==> config.mk <==
export PLATFORM = sky130hd
export DESIGN_NAME = imm_extend_pipe
export DESIGN_NICKNAME = d
export VERILOG_FILES = /design/src/rtl/imm_pkg.sv /design/src/rtl/imm_decode_comb.sv /design/src/rtl/imm_extend_pipe.sv
export SDC_FILE = /design/constraint.sdc
export NUM_CORES = 1
export LEC_CHECK = 0
export CAP_MARGIN = 30
export CELL_PAD_IN_SITES_DETAIL_PLACEMENT = 1
export CELL_PAD_IN_SITES_GLOBAL_PLACEMENT = 1
export CORE_ASPECT_RATIO = 1.2
export CORE_MARGIN = 2
export CORE_UTILIZATION = 39
export CTS_CLUSTER_DIAMETER = 40
export DETAILED_ROUTE_END_ITERATION = 7
export PLACE_DENSITY_LB_ADDON = 0.3
export SYNTH_ARGS = -nofsm -noshare
export SYNTH_HDL_FRONTEND = slang
export SYNTH_SLANG_ARGS = --single-unit
==> constraint.sdc <==
create_clock -name clk -period 4.3 [get_ports clk]
set_input_delay 0.86 -clock clk [delete_from_list [all_inputs] [get_ports clk]]
set_output_delay 0.86 -clock clk [all_outputs]
set_load 0.02 [all_outputs]
==> src/rtl/imm_pkg.sv <==
// Shared format codes and LEGv8 opcode constants for the immediate extender.
package imm_pkg;

    typedef enum logic [2:0] {
        FMT_R   = 3'd0,
        FMT_I   = 3'd1,
        FMT_D   = 3'd2,
        FMT_B   = 3'd3,
        FMT_CB  = 3'd4,
        FMT_IW  = 3'd5,
        FMT_ILL = 3'd6
    } imm_fmt_e;

    // D-format loads/stores, opcode in [31:21]
    localparam logic [10:0] OP_LDUR  = 11'b11111000010;
    localparam logic [10:0] OP_STUR  = 11'b11111000000;
    // CB-format, opcode in [31:24]
    localparam logic [7:0]  OP_CBZ   = 8'b10110100;
    localparam logic [7:0]  OP_CBNZ  = 8'b10110101;
    // B-format, opcode in [31:26]
    localparam logic [5:0]  OP_B     = 6'b000101;
    localparam logic [5:0]  OP_BL    = 6'b100101;
    // IW-format MOVZ, opcode in [31:23]
    localparam logic [8:0]  OP_MOVZ  = 9'b110100101;
    // I-format, opcode in [31:22]
    localparam logic [9:0]  OP_ADDI  = 10'b1001000100;
    localparam logic [9:0]  OP_SUBI  = 10'b1101000100;
    localparam logic [9:0]  OP_ADDIS = 10'b1011000100;
    localparam logic [9:0]  OP_SUBIS = 10'b1111000100;
    // R-format shifts carry a shamt field
    localparam logic [10:0] OP_LSL   = 11'b11010011011;
    localparam logic [10:0] OP_LSR   = 11'b11010011010;
    // R-format register ops with no immediate
    localparam logic [10:0] OP_ADD   = 11'b10001011000;
    localparam logic [10:0] OP_ADDS  = 11'b10101011000;
    localparam logic [10:0] OP_SUB   = 11'b11001011000;
    localparam logic [10:0] OP_SUBS  = 11'b11101011000;
    localparam logic [10:0] OP_AND   = 11'b10001010000;
    localparam logic [10:0] OP_ANDS  = 11'b11101010000;
    localparam logic [10:0] OP_ORR   = 11'b10101010000;
    localparam logic [10:0] OP_EOR   = 11'b11001010000;
    localparam logic [10:0] OP_BR    = 11'b11010110000;
    localparam logic [10:0] OP_MUL   = 11'b10011011000;
    localparam logic [10:0] OP_DIV   = 11'b10011010110;

    // True for R-format opcodes whose immediate is simply zero
    function automatic logic is_r_plain(input logic [10:0] op);
        return (op == OP_ADD)  || (op == OP_ADDS) || (op == OP_SUB) ||
               (op == OP_SUBS) || (op == OP_AND)  || (op == OP_ANDS) ||
               (op == OP_ORR)  || (op == OP_EOR)  || (op == OP_BR) ||
               (op == OP_MUL)  || (op == OP_DIV);
    endfunction

endpackage

==> src/rtl/imm_decode_comb.sv <==
// Combinational LEGv8 format classifier and immediate extender.
module imm_decode_comb
    import imm_pkg::*;
#(
    parameter int WORD     = 64,
    parameter bit BR_SCALE = 1'b0,
    parameter bit FLAG_ILL = 1'b1
) (
    input  logic [31:0]     i_instr,
    output logic [WORD-1:0] o_imm,
    output imm_fmt_e        o_fmt,
    output logic            o_illegal
);

    logic [WORD-1:0] w_sext_d;
    logic [WORD-1:0] w_sext_cb;
    logic [WORD-1:0] w_sext_b;
    logic [63:0]     w_movz;
    logic            w_unused;

    // Branch scaling is applied after sign extension so the sign survives the shift
    function automatic logic [WORD-1:0] br_scale(input logic [WORD-1:0] v);
        return BR_SCALE ? {v[WORD-3:0], 2'b00} : v;
    endfunction

    assign w_sext_d  = {{(WORD-9){i_instr[20]}},  i_instr[20:12]};
    assign w_sext_cb = {{(WORD-19){i_instr[23]}}, i_instr[23:5]};
    assign w_sext_b  = {{(WORD-26){i_instr[25]}}, i_instr[25:0]};
    // hw field selects a 16-bit lane; a 64-bit scratch holds every lane before truncation
    assign w_movz    = {48'd0, i_instr[20:5]} << {i_instr[22:21], 4'b0000};
    // Destination register field never contributes to an immediate
    assign w_unused  = ^i_instr[4:0];

    // First matching format wins; anything unmatched falls through as illegal
    always_comb begin
        o_imm     = '0;
        o_fmt     = FMT_ILL;
        o_illegal = FLAG_ILL;
        if (i_instr[31:21] == OP_LDUR || i_instr[31:21] == OP_STUR) begin
            o_imm     = w_sext_d;
            o_fmt     = FMT_D;
            o_illegal = 1'b0;
        end else if (i_instr[31:24] == OP_CBZ || i_instr[31:24] == OP_CBNZ) begin
            o_imm     = br_scale(w_sext_cb);
            o_fmt     = FMT_CB;
            o_illegal = 1'b0;
        end else if (i_instr[31:26] == OP_B || i_instr[31:26] == OP_BL) begin
            o_imm     = br_scale(w_sext_b);
            o_fmt     = FMT_B;
            o_illegal = 1'b0;
        end else if (i_instr[31:23] == OP_MOVZ) begin
            o_imm     = WORD'(w_movz);
            o_fmt     = FMT_IW;
            o_illegal = 1'b0;
        end else if (i_instr[31:22] == OP_ADDI  || i_instr[31:22] == OP_SUBI ||
                     i_instr[31:22] == OP_ADDIS || i_instr[31:22] == OP_SUBIS) begin
            o_imm     = {{(WORD-12){1'b0}}, i_instr[21:10]};
            o_fmt     = FMT_I;
            o_illegal = 1'b0;
        end else if (i_instr[31:21] == OP_LSL || i_instr[31:21] == OP_LSR) begin
            o_imm     = {{(WORD-6){1'b0}}, i_instr[15:10]};
            o_fmt     = FMT_R;
            o_illegal = 1'b0;
        end else if (is_r_plain(i_instr[31:21])) begin
            o_fmt     = FMT_R;
            o_illegal = 1'b0;
        end
    end

endmodule

==> src/rtl/imm_extend_pipe.sv <==
// Registered immediate extender: one-entry output stage with valid/ready and flush.
module imm_extend_pipe
    import imm_pkg::*;
#(
    parameter int WORD      = 64,
    parameter int INSTR_LEN = 32,
    parameter bit BR_SCALE  = 1'b0,
    parameter bit FLAG_ILL  = 1'b1
) (
    input  logic                 clk,
    input  logic                 rst_n,
    input  logic                 in_valid,
    output logic                 in_ready,
    input  logic [INSTR_LEN-1:0] in_instr,
    input  logic                 flush,
    output logic                 out_valid,
    input  logic                 out_ready,
    output logic [WORD-1:0]      out_imm,
    output logic [2:0]           out_fmt,
    output logic                 out_illegal
);

    logic            r_valid;
    logic [WORD-1:0] r_imm;
    imm_fmt_e        r_fmt;
    logic            r_illegal;

    logic [WORD-1:0] w_imm;
    imm_fmt_e        w_fmt;
    logic            w_illegal;
    logic            w_accept;

    imm_decode_comb #(
        .WORD     (WORD),
        .BR_SCALE (BR_SCALE),
        .FLAG_ILL (FLAG_ILL)
    ) u_decode (
        .i_instr   (in_instr),
        .o_imm     (w_imm),
        .o_fmt     (w_fmt),
        .o_illegal (w_illegal)
    );

    // Empty or draining stage can take a new instruction; flush squashes the accept
    assign in_ready = !r_valid || out_ready;
    assign w_accept = in_valid && in_ready && !flush;

    // Valid bit: flush beats accept, accept beats drain
    always_ff @(posedge clk or negedge rst_n) begin
        if (!rst_n) begin
            r_valid <= 1'b0;
        end else if (flush) begin
            r_valid <= 1'b0;
        end else if (w_accept) begin
            r_valid <= 1'b1;
        end else if (out_ready) begin
            r_valid <= 1'b0;
        end
    end

    // Payload changes only on accept, so a stalled entry stays stable
    always_ff @(posedge clk or negedge rst_n) begin
        if (!rst_n) begin
            r_imm     <= '0;
            r_fmt     <= FMT_R;
            r_illegal <= 1'b0;
        end else if (w_accept) begin
            r_imm     <= w_imm;
            r_fmt     <= w_fmt;
            r_illegal <= w_illegal;
        end
    end

    assign out_valid   = r_valid;
    assign out_imm     = r_imm;
    assign out_fmt     = r_fmt;
    assign out_illegal = r_illegal;

endmodule
==> run metrics <==
status=finished, final reports clean; crit path launch type=input port; clock latency on the worst-skew pair=330 ps; First DRT Iteration DRCs=315; Final Cycle Share=73.78%; WP data arrival=3440 ps; GRT Max-Usage Layer=met2; post-synthesis register bit count=69; drt drc=0; vias in the first global route=4056; Routed WL per cell=23.33 um; final setup skew=4.964 ps; Cells after Synth=400; hpwl dp=10320 um; GRT overflow=0; Static Leak=2.128 nW; Core Footprint=9418 sq um; FMAX=315.2 MHz; area of the multi-input gates=1833 sq um; RSZ-0062 raised after global routing=false; FF+latch area=1727 sq um; full die area=10390 sq um; worst-path fanout max=18; Ys Warns=0; commonest non-fill, non-tap cell in the layout=clkdlybuf4s50_1; max-slew violations=0; VDD IR max=0.2092 mV; Syn Area/Cell=9.350 sq um; Final Non-Filler Cells=616; clk buf depth=2; Post-synth top flop=dfrtp_1; die width=93.39 um; via-per-instance ratio=6.354; setup TNS=0 ps; Clock Tree Root=clkbuf_16; GR Util met2=46.24%; pin count of the biggest net entering global routing=32; slew at the pin with the worst max-slew slack=946.1 ps; Finished Core Util=54.83%; total CTS buffers=9; first-pass GRT wire length=22800 um; final WL=14370 um; Yosys cell types=54; CTS tree=yes; Post-Syn Area=3740 sq um; drt first pass iters=5; grt met1 use=37.89%; slew margin rel.=36.81%; area grow syn2layout=38.07%; vias=3914; # resized after CTS=0; # H-tree levels=3; EDFF count, synth=0; Max Cap Viol=0; fraction of final layout cells sized beyond drive strength 1=8.925%; Post-CTS Hold Buffers=0; clock slew at reported path FFs=50 ps; Hold Vio Cnt, Final=0; Initial Utilization=39.71%; initial antenna violation count=0; DRT antenna net count=0; # diodes=0; IO Port Bufs=106; Hold Path Class=register to register; gr usage total=28.75%; sequential share of the synthesized area=46.17%; CP endpoint kind=register; Clock Sink Count=69; placed cells=601; Fill cells=1058; IO Pins=107; syn_nets=437; Worst Path Required=4570 ps; final setup vio count=0; fin crit period=3173 ps; commonest non-fill, non-tap cells in the layout=clkdlybuf4s50_1 (105), dfrtp_1 (69), nand2_1 (53); Chip Height=111.3 um; final net count=526; row count=39; WS Path Type=input port to register; gp weighted congestion=0.8759; post-CTS setup buffer count=0; GR Util met3=5.574%; ys async rst share=100.0%; PD cells=354.9 nW/um^2
[worst paths after layout]
| path | startpoint | to | slack (ps) | cells past startpoint |
|---|---|---|---|---|
| max | in_instr[28] | out_imm[13] | 1130 | 7 |
| min | out_illegal | out_illegal | 490 | 2 |
| max reg2reg | out_valid | out_imm[19] | 1710 | 7 |
| min reg2reg | out_illegal | out_illegal | 490 | 2 |
| max in group asynchronous | rst_n | out_imm[12] | 2840 | 3 |
| min in group asynchronous | rst_n | out_imm[46] | 520 | 1 |
[final cells by class]
class / instances / area share (%)
Clock buffer: 11 / 4.701
Clock inverter: 4 / 0.9450
Inverter: 2 / 0.1454
Multi-Input combinational cell: 291 / 35.50
Sequential cell: 69 / 33.44
Tap cell: 123 / 2.980
Timing Repair Buffer: 116 / 22.29
[kinds of logic after synthesis]
kind of cell | count (synthesis) | synth area share (%)
compound gates | 145 | 27.70
buf+inv | 40 | 4.952
flops | 69 | 46.17
simple gates | 146 | 21.18
[flip-flops by register name, indices dropped and copies added (netlist names)]
register     flops
out_imm         64
out_fmt          3
out_illegal      1
out_valid        1
[power by group]
part	leakage (nW)	switching, mW	total, mW	internal (mW)
sequential	0.897	0.0289	0.727	0.698
clock	0.145	0.275	0.735	0.460
combinational	1.09	0.208	0.370	0.162
[worst max-delay path, cell delays in order]
cell	delay [ps]
clkdlybuf4s50_1	640
nor3b_1	560
and2_1	690
buf_4	310
nand2_1	80
a21oi_1	180
a31o_2	120
[synth_stat cells, types with 2 or more instances]
| master | count | area, sq um |
|---|---|---|
| nor2_2 | 3 | 18.77 |
| nand3_1 | 23 | 115.1 |
| nor2b_1 | 3 | 18.77 |
| buf_1 | 3 | 11.26 |
| o211ai_1 | 9 | 67.56 |
| nand3b_1 | 2 | 15.01 |
| nand2b_1 | 4 | 25.02 |
| and3_1 | 5 | 31.28 |
| a31o_2 | 3 | 26.28 |
| nand2_1 | 53 | 198.9 |
| o21ai_0 | 14 | 70.07 |
| buf_6 | 3 | 33.78 |
| and2_1 | 3 | 18.77 |
| a21oi_1 | 19 | 95.09 |
| nor2_1 | 21 | 78.83 |
| clkbuf_1 | 24 | 90.09 |
| nand4b_1 | 4 | 35.03 |
| a22oi_1 | 2 | 15.01 |
| a31oi_1 | 6 | 37.54 |
| nor3b_1 | 2 | 15.01 |
| o22ai_1 | 12 | 75.07 |
| o41ai_1 | 3 | 26.28 |
| a221o_1 | 11 | 110.1 |
| o21ai_1 | 18 | 90.09 |
| o221ai_1 | 6 | 52.55 |
| nor4b_2 | 2 | 30.03 |
| inv_1 | 2 | 7.510 |
| a211oi_1 | 8 | 60.06 |
| a211o_1 | 5 | 43.79 |
| or4_1 | 2 | 15.01 |
| nand4_1 | 3 | 18.77 |
| a221oi_1 | 12 | 105.1 |
| or3_1 | 4 | 25.02 |
| buf_2 | 7 | 35.03 |
| nor4_2 | 2 | 25.02 |
| dfrtp_1 | 69 | 1727 |
| a21o_1 | 11 | 82.58 |
[per-layer routing]
metal | share of wire (%) | vias to the layer above
met5 | 0 | -
met4 | 3.3 | 0
met3 | 7.0 | 40
met2 | 50 | 210
met1 | 39 | 1969
li1 | - | 1695
[through the flow]
stage	setup slack (ps)	cell area, sq um	hold WS (ps)	power, mW
2_1_floorplan	1830	3740	564.4	0.9025
3_3_place_gp	863.2	4845	468.5	1.096
3_5_place_dp	841.2	4872	469.0	1.107
4_1_cts	1175	5164	490.4	1.840
5_1_grt	974.4	5164	516.9	1.902
6_report	1127	5164	485.3	1.832
Power figures use the tool's default switching activity.
